## config.mk

```make
export PLATFORM = sky130hd
export DESIGN_NAME = mem_access_stage
export DESIGN_NICKNAME = d
export VERILOG_FILES = /design/src/rtl/mem_access_stage.sv
export SDC_FILE = /design/constraint.sdc
export NUM_CORES = 1
export LEC_CHECK = 0
export ABC_AREA = 1
export CORE_AREA = 2 2 126 128
export CTS_BUF_LIST = sky130_fd_sc_hd__clkbuf_8
export CTS_CLUSTER_DIAMETER = 40
export DETAILED_ROUTE_END_ITERATION = 12
export DIE_AREA = 0 0 128 130
export GPL_TIMING_DRIVEN = 0
export PLACE_DENSITY_LB_ADDON = 0.08
export SETUP_SLACK_MARGIN = 0.1
export SLEW_MARGIN = 15
export SYNTH_ARGS = -nofsm -noshare
export SYNTH_HDL_FRONTEND = slang
export SYNTH_SLANG_ARGS = --single-unit
export TNS_END_PERCENT = 50
```

## constraint.sdc

```tcl
create_clock -name clk -period 3.5 [get_ports clk]
set_clock_uncertainty 0.2 [all_clocks]
set_input_delay 0.7 -clock clk [delete_from_list [all_inputs] [get_ports clk]]
set_output_delay 0.7 -clock clk [all_outputs]
set_load 0.05 [all_outputs]
```

## src/rtl/mem_access_stage.sv

```systemverilog
// MEM stage: data-memory port drive, store lane steering, load extension, MEM/WB register.
// Latency: 1 cycle to W; variable memory wait holds stall_m until dm_ready or TIMEOUT.
// Optional ADDR_EXC_EN macro enables misaligned-address exceptions (adel_w/ades_w).
module mem_access_stage #(
    parameter int TIMEOUT = 16
) (
    input  logic        clk,
    input  logic        rst_n,
    input  logic        regWriteM,
    input  logic        memToRegM,
    input  logic [1:0]  memWriteM,
    input  logic        jalOpM,
    input  logic [31:0] aluOutM,
    input  logic [31:0] writeDataM,
    input  logic [4:0]  writeRegM,
    input  logic [31:0] pcM,
    input  logic [1:0]  TnewM,
    input  logic [2:0]  lOpM,
    output logic        dm_req,
    output logic        dm_we,
    output logic [3:0]  dm_be,
    output logic [31:0] dm_addr,
    output logic [31:0] dm_wdata,
    input  logic        dm_ready,
    input  logic [31:0] dm_rdata,
    output logic        stall_m,
    output logic        regWriteW,
    output logic        memToRegW,
    output logic        jalOpW,
    output logic [31:0] aluOutW,
    output logic [31:0] readDataW,
    output logic [31:0] pcW,
    output logic [4:0]  writeRegW,
    output logic [1:0]  TnewW,
    output logic        bus_err_w,
    output logic        adel_w,
    output logic        ades_w
);

    typedef enum logic {IDLE, WAIT} state_t;

    state_t      state;
    logic [7:0]  wait_cnt;
    logic        bus_err_hold;
    logic        mem_op;
    logic        mis_ld;
    logic        mis_st;
    logic        misaligned;
    logic        timeout;
    logic [1:0]  tnew_dec;
    logic [7:0]  ld_byte;
    logic [15:0] ld_half;
    logic [31:0] ld_ext;

    assign mem_op = memToRegM | (memWriteM != 2'd0);

`ifdef ADDR_EXC_EN
    logic word_ld;
    logic half_ld;
    assign word_ld = (lOpM == 3'd0) || (lOpM > 3'd4);
    assign half_ld = (lOpM == 3'd1) || (lOpM == 3'd2);
    assign mis_ld  = memToRegM & ((word_ld & (aluOutM[1:0] != 2'b00)) | (half_ld & aluOutM[0]));
    assign mis_st  = ((memWriteM == 2'd1) & (aluOutM[1:0] != 2'b00)) |
                     ((memWriteM == 2'd2) & aluOutM[0]);
`else
    assign mis_ld  = 1'b0;
    assign mis_st  = 1'b0;
`endif
    assign misaligned = mis_ld | mis_st;

    // Gating with rst_n drops the request the moment reset is asserted.
    assign dm_req   = rst_n & mem_op & ~bus_err_hold & ~misaligned;
    assign dm_we    = (memWriteM != 2'd0);
    assign dm_addr  = {aluOutM[31:2], 2'b00};
    assign stall_m  = dm_req & ~dm_ready;
    assign timeout  = stall_m & (wait_cnt == 8'(TIMEOUT - 1));
    assign tnew_dec = (TnewM == 2'd0) ? 2'd0 : TnewM - 2'd1;

    always_comb begin
        dm_be    = 4'b1111;
        dm_wdata = writeDataM;
        case (memWriteM)
            2'd2: begin
                dm_be    = aluOutM[1] ? 4'b1100 : 4'b0011;
                dm_wdata = {2{writeDataM[15:0]}};
            end
            2'd3: begin
                dm_be    = 4'b0001 << aluOutM[1:0];
                dm_wdata = {4{writeDataM[7:0]}};
            end
            default: ;
        endcase
    end

    always_comb begin
        ld_byte = dm_rdata[7:0];
        case (aluOutM[1:0])
            2'd1:    ld_byte = dm_rdata[15:8];
            2'd2:    ld_byte = dm_rdata[23:16];
            2'd3:    ld_byte = dm_rdata[31:24];
            default: ;
        endcase
        ld_half = aluOutM[1] ? dm_rdata[31:16] : dm_rdata[15:0];
        case (lOpM)
            3'd1:    ld_ext = {{16{ld_half[15]}}, ld_half};
            3'd2:    ld_ext = {16'h0000, ld_half};
            3'd3:    ld_ext = {{24{ld_byte[7]}}, ld_byte};
            3'd4:    ld_ext = {24'h000000, ld_byte};
            default: ld_ext = dm_rdata;
        endcase
    end

    // wait_cnt counts stalled cycles of the current access, including the first.
    always_ff @(posedge clk or negedge rst_n) begin
        if (!rst_n) begin
            state        <= IDLE;
            wait_cnt     <= 8'd0;
            bus_err_hold <= 1'b0;
        end else if (timeout) begin
            state        <= IDLE;
            wait_cnt     <= 8'd0;
            bus_err_hold <= 1'b1;
        end else begin
            bus_err_hold <= 1'b0;
            case (state)
                IDLE: if (stall_m) begin
                    state    <= WAIT;
                    wait_cnt <= wait_cnt + 8'd1;
                end
                WAIT: if (!stall_m) begin
                    state    <= IDLE;
                    wait_cnt <= 8'd0;
                end else begin
                    wait_cnt <= wait_cnt + 8'd1;
                end
                default: state <= IDLE;
            endcase
        end
    end

    always_ff @(posedge clk or negedge rst_n) begin
        if (!rst_n) begin
            regWriteW <= 1'b0;
            memToRegW <= 1'b0;
            jalOpW    <= 1'b0;
            aluOutW   <= 32'd0;
            readDataW <= 32'd0;
            pcW       <= 32'd0;
            writeRegW <= 5'd0;
            TnewW     <= 2'd0;
            bus_err_w <= 1'b0;
            adel_w    <= 1'b0;
            ades_w    <= 1'b0;
        end else begin
            aluOutW   <= aluOutM;
            pcW       <= pcM;
            writeRegW <= writeRegM;
            readDataW <= bus_err_hold ? 32'd0 : ld_ext;
            bus_err_w <= bus_err_hold;
            if (stall_m) begin
                regWriteW <= 1'b0;
                memToRegW <= 1'b0;
                jalOpW    <= 1'b0;
                TnewW     <= 2'd0;
                adel_w    <= 1'b0;
                ades_w    <= 1'b0;
            end else begin
                regWriteW <= regWriteM & ~misaligned & ~bus_err_hold;
                memToRegW <= memToRegM;
                jalOpW    <= jalOpM;
                TnewW     <= tnew_dec;
                adel_w    <= mis_ld;
                ades_w    <= mis_st;
            end
        end
    end

endmodule

```

Yosys cells after proc, flatten, opt, wreduce, memory -nomap -nowiden
Cells that the tools add are included.
{"block": "word_totals", "wordCells": 56, "reg_bits": 117}
{"block": "classes", "muxes": 19, "eq_ne": 11, "n_reduce_logical": 2, "n_bitwise": 9, "n_shift": 1, "n_addsub": 2}
{"operator": "$pmux W32 S4", "n": 1}
{"operator": "$pmux W32 S2", "n": 1}
{"operator": "$mux W32", "n": 1}
{"operator": "$mux W8", "n": 3}
{"operator": "$pmux W8 S3", "n": 1}
{"operator": "$mux W16", "n": 1}
{"operator": "$pmux W8 S2", "n": 1}
{"operator": "$add A8 B1 Y8 const B", "n": 1}
{"operator": "$eq A2 B2 Y1 const B", "n": 4}
{"operator": "$eq A8 B4 Y1 const B", "n": 1}
{"operator": "$pmux W4 S2", "n": 1}
{"operator": "$eq A3 B2 Y1 const B", "n": 2}
{"operator": "$mux W1", "n": 6}
{"operator": "$and A1 B1 Y1", "n": 5}
{"operator": "$mux W2", "n": 2}
{"operator": "$mux W4", "n": 1}
{"operator": "$shl A1 B2 Y4 const A", "n": 1}
{"operator": "$eq A3 B1 Y1 const B", "n": 1}
{"operator": "$eq A3 B3 Y1 const B", "n": 1}
{"operator": "$ne A3 B3 Y1 const B", "n": 1}
{"operator": "$not A1 Y1", "n": 3}
{"operator": "$eq A2 B1 Y1 const B", "n": 1}
{"operator": "$logic_not A2 Y1", "n": 1}
{"operator": "$reduce_bool A2 Y1", "n": 1}
{"operator": "other kinds (2)", "n": 2}

Depth between registers and ports, before layout
Gate-level depths: netlist (run 1).
{"block": "depth", "ltp_word": 8, "mapped_depth": 9}

Least setup slack after synthesis (run 1)
No wires, ideal clock.
{"block": "synth_path", "path_kind": "input to output", "start": "input port memWriteM[0]", "end": "output port dm_wdata[10]", "path_slack_ns": 0.416, "arrival_time_ns": 2.184, "n_path_buf": 1, "stages": 4, "cell_sequence": "nand2_1 -> inv_1 -> buf_2 -> o21ai_0"}
{"block": "synth_between", "elab_chain_cells": 2, "elab_cells_between_ends": 3, "cone_classes": "eq/ne: 2; mux: 1"}
{"item": "start: declaration", "line_no": "11", "source": "input logic [1:0] memWriteM,"}
{"item": "$eq A2 B2 Y1", "line_no": "82", "source": "case (memWriteM)"}
{"item": "$pmux W32 S2 *", "line_no": "82"}
{"item": "end: declaration", "line_no": "23", "source": "output logic [31:0] dm_wdata,"}
Mark *: on every way between the ends. The rest lies on a longest branch, timed or not.

Worst setup path in the final report (run 1)
{"block": "layout_path", "start": "input port aluOutM[0]", "end": "output port dm_be[1]"}
{"block": "layout_between", "elab_chain_cells": 2}
{"item": "start: declaration", "line_no": "13", "source": "input logic [31:0] aluOutM,"}
{"item": "$shl A1 B2 Y4", "line_no": "88", "source": "dm_be = 4'b0001 << aluOutM[1:0];"}
{"item": "$pmux W4 S2", "line_no": "82"}
{"item": "end: declaration", "line_no": "21", "source": "output logic [3:0] dm_be,"}
Every way passes these cells.

==> impl_metrics.toml, run 1 <==
[run_status]
status = "finished, final reports clean"

[global_routing]
grt_pass1_wl_mm = 26.8
grt_usage_pct = 21.3
antenna_found_initial = 0
grt_pass1_vias = 5085
grt_max_degree = 60
overflow = 0

[worst_setup_path]
reg2reg_from = "bus_err_hold"
r2r_end = "wait_cnt[4]"
required_ps = 2600
path_class = "primary input to primary output"
cp_max_fo = 10
critPathLaunchType = "primary input"
cp-end-kind = "primary output"
r2r_slack_ps = 1840
cp.arrival_ps = 2450
reg2reg_depth = 5

[sta]
hold_viol_final = 0
fin_crit_sh_pct = 95.6
hold_ws_ps = 23.8
max_slew_margin_pct = 54.5
final_max_slew_viol_count = 0
tightest_slew_ps = 680
rsz0062_at_grt = "yes"
clock.fmax_ghz = 0.299
min_period_ps = 3350
setup_violations = 0

[routing]
drt_first_pass_iters = 5
wl_met2_mm = 9.32
vias = 5153
via_per_inst = 4.48
avgRoutedWirePerCell_um = 15.5
drtIter0Drc = 262
dr_wl_met3_mm = 1.83
top_layer_used = "met4"
drt-met1-wl_mm = 6.36
post-route-drc-count = 0
routed_wl_mm = 17.9
antenna_left = 0

[logic_synthesis]
yosysMostFrequentCell = "nand2_1"
synthTopCellsByCount = "nand2_1 (204), dfrtp_1 (117), nor2_1 (64), inv_1 (60), buf_4 (48)"
netlist_instances = 600
synth.avg_cell_area_sq_um = 8.64
synth_area_sq_um = 5180
yosysWarnings = 0
synth_edf_count = 0
async_flop_share_pct = 100
yosysUniqueCellTypes = 34
netlist.area_leader.share_pct = 56.5
synthTopCellsByArea = "dfrtp_1 (56%), nand2_1 (15%), buf_4 (7.0%)"
ys_ff_latch = 117
ys.flop_type = "dfrtp_1"
synth_largest_area_cell = "dfrtp_1"
yosysSeqAreaShare_pct = 56.5

[pwr]
leakagePower_nw = 4.53
power_density_nw_per_um2 = 454
peakVddDrop_mv = 0.214
power.total_mw = 4.13

[hold_path]
hold_class = "primary input to asynchronous set/reset pin"

[floorplan]
dieArea_sq_um = 16600
start_util_pct = 33.6
ios = 326
num_rows = 46
die_w_um = 128
core_area_sq_um = 15400
fp.dieH_um = 130

[clock_network]
cts_tree = "done"
root_buffer = "clkbuf_8"
cts_max_level = 4
clockBufferDepth = 2
path_clk_slew_ps = 70
cts.sinks = 117
post_cts.repair.setup_buffers = 0
clk_latency_ps = 430
numCtsBuffers = 17

[placement]
dp_hpwl_mm = 14.3
gp_congestion = 0.929
port_buffers = 321

[job]
maxCapViolCount = 0

[finish]
multi_input_area_sq_um = 1590
fill_cells = 1368
n_antenna_cell = 0
area_delta_synth_final_pct = 75.5
ff_latch_area_sq_um = 2930
drive_gt1_share_pct = 13.8
finish.net_count = 1093
==> kinds of logic (layout without fill, tap and decap cells) <==
kind of cell / Yosys count / count (layout) / synth area share [%]
flops: 117 / 117 / 56.5
fa+ha+maj: 1 / 1 / 0.241
buf+inv: 126 / 482 / 13.1
compound gates: 31 / 31 / 3.31
other cells: 1 / 4 / 0.0723
simple gates: 321 / 321 / 26.3
xor+xnor: 3 / 3 / 0.507
==> metrics by stage <==
step / cell area (sq um) / TNS (ps) / setup WS (ps) / cells / util (%)
floorplan: 5190 / 0 / 416 / 603 / -
global placement: 8650 / -421550 / -4840 / 1116 / 56.1
detailed placement: 8680 / -6210 / -403 / 1117 / 56.3
CTS: 9140 / 0 / 101 / 1151 / 59.2
global route: 9100 / 0 / 43.0 / 1151 / 59.0
finish: 9100 / 0 / 154 / 1151 / 59.0
==> how the worst max path moves through the flow <==
stage | from | end | slack [ps]
2_1_floorplan | memWriteM[0] | dm_wdata[10] | 420
3_3_place_gp | rst_n | stall_m | -4840
3_5_place_dp | aluOutM[0] | dm_be[3] | -400
4_1_cts | memWriteM[1] | dm_we | 100
5_1_grt | memWriteM[1] | dm_wdata[31] | 40
6_report | aluOutM[0] | dm_be[1] | 150
==> per-layer routing <==
metal,up-vias,GRT usage (%)
li1,2470,-
met1,2381,21.9
met2,271,39.4
met3,31,8.45
met4,0,7.69
met5,-,0
==> cell usage in the layout (no fill, tap or decap), types with 2 or more instances in the layout <==
cell and count:
a21oi_1 2, buf_16 2, buf_2 13, buf_4 48
buf_8 2, bufinv_16 3, clkbuf_1 4, clkbuf_2 4
clkbuf_8 21, clkdlybuf4s15_2 7, clkdlybuf4s50_1 289, clkinv_2 3
conb_1 4, dfrtp_1 117, dlygate4sd2_1 12, inv_1 62
inv_2 3, nand2_1 204, nand2_4 3, nand3_1 28
nand3_2 2, nand4_1 2, nor2_1 64, nor2_2 11
o211ai_1 5, o21ai_0 19, o21ai_1 3, xnor2_1 2
==> critical path: stages <==
cell,delay [ps]
clkdlybuf4s50_1,470
buf_2,220
buf_2,290
nor2_1,100
a21oi_1,110
dlygate4sd2_1,550
==> registers in the layout (all words and copies together), names as in the netlist <==
register      cells
jalOpW            1
pcW              32
TnewW             2
aluOutW          32
wait_cnt          8
bus_err_w         1
memToRegW         1
readDataW        32
writeRegW         5
bus_err_hold      1
regWriteW         1
state             1
==> where the power goes <==
| group | total [mW] | switching [mW] | internal [mW] |
|---|---|---|---|
| registers | 1.48 | 0.0313 | 1.45 |
| logic | 1.35 | 0.857 | 0.490 |
| clock network | 1.30 | 0.530 | 0.770 |
==> repair_timing <==
item                                    CTS  global route
cloned                                    0             0
resized for setup                        63            24
hold buffers                              2             0
endpoints found under the hold margin    12             0
pin swaps                                 0             0
endpoints found under the setup margin   31            22
==> layout make-up <==
type / count / share of cell area [%]
repair buffers: 324 / 35.6
flip-flops and latches: 117 / 32.2
multi-input cells: 360 / 17.4
plain buffers: 63 / 4.91
clock buffers: 21 / 3.18
well taps: 192 / 2.64
inverters: 63 / 2.60
clock inverters: 11 / 1.46
(Power assumes the default switching activity.)
==> run 2, diff against run 1 <==
--- a/config.mk
+++ b/config.mk
@@ -6,13 +6,14 @@
 export NUM_CORES = 1
 export LEC_CHECK = 0
 export ABC_AREA = 1
-export CORE_AREA = 2 2 126 128
+export CORE_MARGIN = 2
+export CORE_UTILIZATION = 34
 export CTS_BUF_LIST = sky130_fd_sc_hd__clkbuf_8
 export CTS_CLUSTER_DIAMETER = 40
 export DETAILED_ROUTE_END_ITERATION = 12
-export DIE_AREA = 0 0 128 130
 export GPL_TIMING_DRIVEN = 0
 export PLACE_DENSITY_LB_ADDON = 0.08
+export REMOVE_ABC_BUFFERS = 1
 export SETUP_SLACK_MARGIN = 0.1
 export SLEW_MARGIN = 15
 export SYNTH_ARGS = -nofsm -noshare
==> constraint.sdc (replaced) <==
create_clock -name clk -period 2.92 [get_ports clk]
set_clock_uncertainty 0.2 [all_clocks]
set_input_delay 0.584 -clock clk [delete_from_list [all_inputs] [get_ports clk]]
set_output_delay 0.584 -clock clk [all_outputs]
set_load 0.05 [all_outputs]
==> run 2 against run 1 <==
- count of clock-buffer cells in the layout fell by 4
- cell area shrank 3.8%
- register-to-register slack got worse by 560 ps
- final cell count down 5.1%
- non-clock buffer count is 54 lower
- flip-flop and latch count did not move
- routed wire length fell by 5.1%
- sequential power up 20%
- combinational power is 15% higher
- clock power up 26%
- critical path depth up 1
- hold slack better by 210 ps
==> impl_metrics.toml, run 2 (same netlist as run 1, synthesis figures left out) <==
[clock_network]
clk_latency_ps = 430
root_buffer = "clkbuf_8"
cts_max_level = 4
numCtsBuffers = 17
cts.sinks = 117
clockBufferDepth = 2
cts_tree = "done"
path_clk_slew_ps = 80

[finish]
drive_gt1_share_pct = 10.1
multi_input_area_sq_um = 1600
n_antenna_cell = 0
finish.net_count = 1039
ff_latch_area_sq_um = 2930
fill_cells = 1321
final_common_cell = "clkdlybuf4s50_1"
largest_registers = "aluOutW x32, pcW x32, readDataW x32"
area_delta_synth_final_pct = 68.8
final_cell_mix = "clkdlybuf4s50_1 (286), nand2_1 (203), dfrtp_1 (117)"
finish.utilization_pct = 58.2

[global_routing]
antenna_found_initial = 0
grt_usage_pct = 20.9
grt_pass1_vias = 4983
overflow = 0
grt_max_degree = 50
grt_pass1_wl_mm = 25.8

[placement]
gp_congestion = 0.857
port_buffers = 321
place_ws_ps = -1290
dp_hpwl_mm = 12.5

[sta]
setup_ws_ps = 143
hold_viol_final = 0
max_slew_margin_pct = 60.3
final_max_slew_viol_count = 0
fin_crit_sh_pct = 95.1
tightest_slew_ps = 594
rsz0062_at_grt = "yes"
clock.fmax_ghz = 0.360
setup_violations = 0
min_period_ps = 2780

[floorplan]
fp.dieH_um = 127
start_util_pct = 34.5
die_w_um = 127
dieArea_sq_um = 16200
core_area_sq_um = 15000
ios = 326
num_rows = 45

[hold_path]
hold_class = "primary input to register"

[worst_setup_path]
cp-end-kind = "primary output"
required_ps = 2140
critPathMaxStageDelay_ps = 440
cp_max_fo = 6
critPathLaunchType = "primary input"
path_cells = "clkdlybuf4s50_1 -> inv_1 -> nand2_1 -> inv_1 -> nand2_1 -> nand3_1 -> clkdlybuf4s15_2"
slowest_stage = "clkdlybuf4s50_1"
cp.arrival_ps = 1990
path_class = "primary input to primary output"

[routing]
antenna_left = 0
drtIter0Drc = 207
avgRoutedWirePerCell_um = 15.5
post-route-drc-count = 0
routed_wl_mm = 16.9
via_per_inst = 4.47
drt_first_pass_iters = 4
vias = 4884

[pwr]
leakagePower_nw = 4.28
power_density_nw_per_um2 = 568
peakVddDrop_mv = 0.288

[job]
maxCapViolCount = 0

[run_status]
status = "finished, final reports clean"
==> run 2: final cells by class <==
cell class	count	area share, %
Clock buffer	17	2.67
Clock inverter	14	2.32
Inverter	63	2.80
Multi-Input combinational cell	360	18.3
Sequential cell	117	33.5
Tap cell	188	2.69
Timing Repair Buffer	333	37.8
==> run 2: per-layer routing <==
metal,GRT usage [%],part of all wire [%],wire [um],up-vias
li1,-,-,-,2362
met1,21.9,37,6220,2261
met2,39.4,53,8980,243
met3,6.91,8.7,1470,18
met4,6.46,1.6,264,0
met5,0,0,0,-
==> run 2: stage by stage <==
step | power [mW] | cells | setup TNS, ps | area (sq um) | hold slack, ps
2_1_floorplan | 2.57 | 540 | 0 | 4750 | 88.4
3_3_place_gp | 3.35 | 1049 | -514680 | 8200 | 165
3_5_place_dp | 3.37 | 1050 | -37650 | 8230 | 171
4_1_cts | 5.02 | 1088 | 0 | 8720 | 216
5_1_grt | 5.19 | 1092 | 0 | 8750 | 216
6_report | 4.97 | 1092 | 0 | 8750 | 239
==> run 2: critical path: cells and delay by family <==
kind,cells,cell delay (ps)
simple gates,3,300
buf+inv,4,1110
==> run 2: timing repair <==
action | 4_1_cts | 5_1_grt
endpoints found under the setup margin | 47 | 20
gates resized for setup | 117 | 6
pin swaps | 0 | 1
hold endpoints to repair | 26 | 0
buffers inserted | 2 | 4
hold buffers | 5 | 0
==> run 2: power by group <==
group	total, mW	switching, mW	internal, mW	leakage [nW]
clock	1.64	0.701	0.938	0.222
sequential	1.78	0.0371	1.74	1.40
combinational	1.55	1.01	0.542	2.66
==> run 2: final timing paths <==
path                         startpoint            to  slack [ps]  cells past startpoint
max                        memWriteM[0]  dm_wdata[30]         140                      7
min                          aluOutM[1]    aluOutW[1]         240                      1
max reg2reg                bus_err_hold   wait_cnt[4]        1280                      6
min reg2reg                bus_err_hold     bus_err_w         250                      0
max in group asynchronous         rst_n    aluOutW[6]        1570                      3
min in group asynchronous         rst_n    aluOutW[0]         630                      4
==> run 3, diff against run 2 <==
--- a/config.mk
+++ b/config.mk
@@ -6,6 +6,7 @@
 export NUM_CORES = 1
 export LEC_CHECK = 0
 export ABC_AREA = 1
+export CAP_MARGIN = 20
 export CORE_MARGIN = 2
 export CORE_UTILIZATION = 34
 export CTS_BUF_LIST = sky130_fd_sc_hd__clkbuf_8
==> run 3 against run 2 <==
- count of clock-buffer cells in the layout did not move
- largest power group unchanged
- combinational power barely moved
- sequential power barely moved
- hold slack got worse by 32 ps
==> impl_metrics.toml, run 3 (same netlist as run 1, synthesis figures left out) <==
[finish]
n_antenna_cell = 0
final_cell_mix = "clkdlybuf4s50_1 (286), nand2_1 (203), dfrtp_1 (117)"
multi_input_area_sq_um = 1600
fill_cells = 1311
largest_registers = "aluOutW x32, pcW x32, readDataW x32"
finish.utilization_pct = 58.1
finish.net_count = 1040
area_delta_synth_final_pct = 68.5
ff_latch_area_sq_um = 2930
final_common_cell = "clkdlybuf4s50_1"
drive_gt1_share_pct = 10.2

[pwr]
p_clk_share_pct = 31.2
p_sw_share_pct = 36.7
p_seq_share_pct = 36.7
intPower_mw = 3.06
power_switching_mw = 1.78
leakagePower_nw = 4.26
peakVddDrop_mv = 0.239
power_density_nw_per_um2 = 554
combPwrFrac_pct = 32.1

[placement]
dp_hpwl_mm = 12.7
port_buffers = 321
gp_congestion = 0.857
place_ws_ps = -1300

[sta]
final_max_slew_viol_count = 0
setup_violations = 0
clock.fmax_ghz = 0.357
rsz0062_at_grt = "yes"
setup_ws_ps = 119
min_period_ps = 2800
max_slew_margin_pct = 60.0
hold_viol_final = 0
tightest_slew_ps = 598
fin_crit_sh_pct = 95.9
hold_ws_ps = 206

[worst_setup_path]
cp-end-kind = "primary output"
slowest_stage = "clkdlybuf4s15_1"
reg2reg_from = "bus_err_hold"
cp.arrival_ps = 2020
path_cells = "clkdlybuf4s50_1 -> nand2_2 -> nor2_1 -> a21oi_1 -> clkdlybuf4s15_1"
r2r_slack_ps = 1340
critPathLaunch = "memWriteM[0]"
required_ps = 2140
path_delay_family = "buffers and inverters"
cp_max_fo = 7
critPathMaxStageDelay_ps = 520
critPathBufInv = 2
critPathLaunchType = "primary input"
path_class = "primary input to primary output"

[floorplan]
fp.dieH_um = 127
start_util_pct = 34.5
core_area_sq_um = 15000
die_w_um = 127
num_rows = 45
ios = 326
dieArea_sq_um = 16200

[clock_network]
numCtsBuffers = 17
clockBufferDepth = 2
root_buffer = "clkbuf_8"
cts.sinks = 117
path_clk_slew_ps = 80
cts_max_level = 4
cts_tree = "done"
clk_latency_ps = 430

[global_routing]
grt_usage_pct = 21.0
grt_max_degree = 50
antenna_found_initial = 0
grt_pass1_wl_mm = 26.1
grt_pass1_vias = 4969
overflow = 0

[routing]
via_per_inst = 4.47
avgRoutedWirePerCell_um = 15.6
drt_first_pass_iters = 4
antenna_left = 0
routed_wl_mm = 17.1
vias = 4894
post-route-drc-count = 0
drtIter0Drc = 137

[job]
maxCapViolCount = 0

[hold_path]
hold_start = "bus_err_hold"
hold_class = "register to register"

[run_status]
status = "finished, final reports clean"
[run 3: cell types whose count changed in the layout (fill, tap and decap cells not counted)]
| cell | before | now |
|---|---|---|
| clkbuf_4 | 2 | 0 |
| inv_1 | 58 | 59 |
| clkdlybuf4s15_1 | 1 | 2 |
| inv_6 | 1 | 6 |
| inv_8 | 1 | 2 |
| buf_4 | 8 | 10 |
| buf_16 | 2 | 3 |
| clkinvlp_4 | 1 | 5 |
| clkdlybuf4s15_2 | 7 | 6 |
| dlygate4sd2_1 | 11 | 10 |
| clkinv_4 | 7 | 0 |
| bufinv_16 | 4 | 2 |
[run 3: final timing paths]
| kind | endpoint | cells after the start |
|---|---|---|
| hold reg to reg | bus_err_w | 0 |
| max in group asynchronous | pcW[16] | 3 |
| setup reg to reg | wait_cnt[3] | 6 |
| min in group asynchronous | readDataW[6] | 4 |
| setup / recovery | dm_be[1] | 5 |
| hold / removal | bus_err_w | 0 |
[run 3: repair_timing]
action / 4_1_cts / 5_1_grt
endpoints found under the setup margin: 47 / 21
resized for setup: 110 / 17
setup buffers: 0 / 5
pin swaps: 0 / 1
hold buffers: 5 / 0
hold endpoints to repair: 23 / 0
gates cloned: 0 / 1
[run 3: power groups by stage]
stage | clock network [mW] | logic [mW] | registers (mW)
final | 1.51 | 1.55 | 1.78
after global routing | 1.64 | 1.64 | 1.79
after CTS | 1.56 | 1.57 | 1.78
after detailed placement | 0 | 1.56 | 1.81
after global placement | 0 | 1.55 | 1.81
after floorplan | 0 | 0.358 | 2.22
[run 3: per-layer routing]
layer  up-vias  track usage, %  share of wire (%)  routed length, um
met3        28            6.87                8.8               1510
li1       2363               -                  -                  -
met5         -               0                  0                  0
met2       248            39.0                 52               8900
met1      2255            22.0                 36               6200
met4         0            7.76                2.8                478
[run 3: final cells by class]
type,instances,share of cell area [%]
inverter,63,2.76
sequential,117,33.5
clock inverter,15,1.90
timing repair buffer,333,38.1
tap,188,2.69
multi-input combinational,360,18.3
clock buffer,17,2.68
timing repair inverter,1,0.0859
[run 3: stage by stage]
stage | cell area (sq um) | power (mW) | setup TNS [ps] | instances
after detailed placement | 8260 | 3.37 | -36930 | 1051
after floorplan | 4750 | 2.57 | 0 | 540
after global routing | 8740 | 5.06 | 0 | 1094
final | 8740 | 4.84 | 0 | 1094
after global placement | 8200 | 3.35 | -514680 | 1049
after CTS | 8730 | 4.90 | 0 | 1088
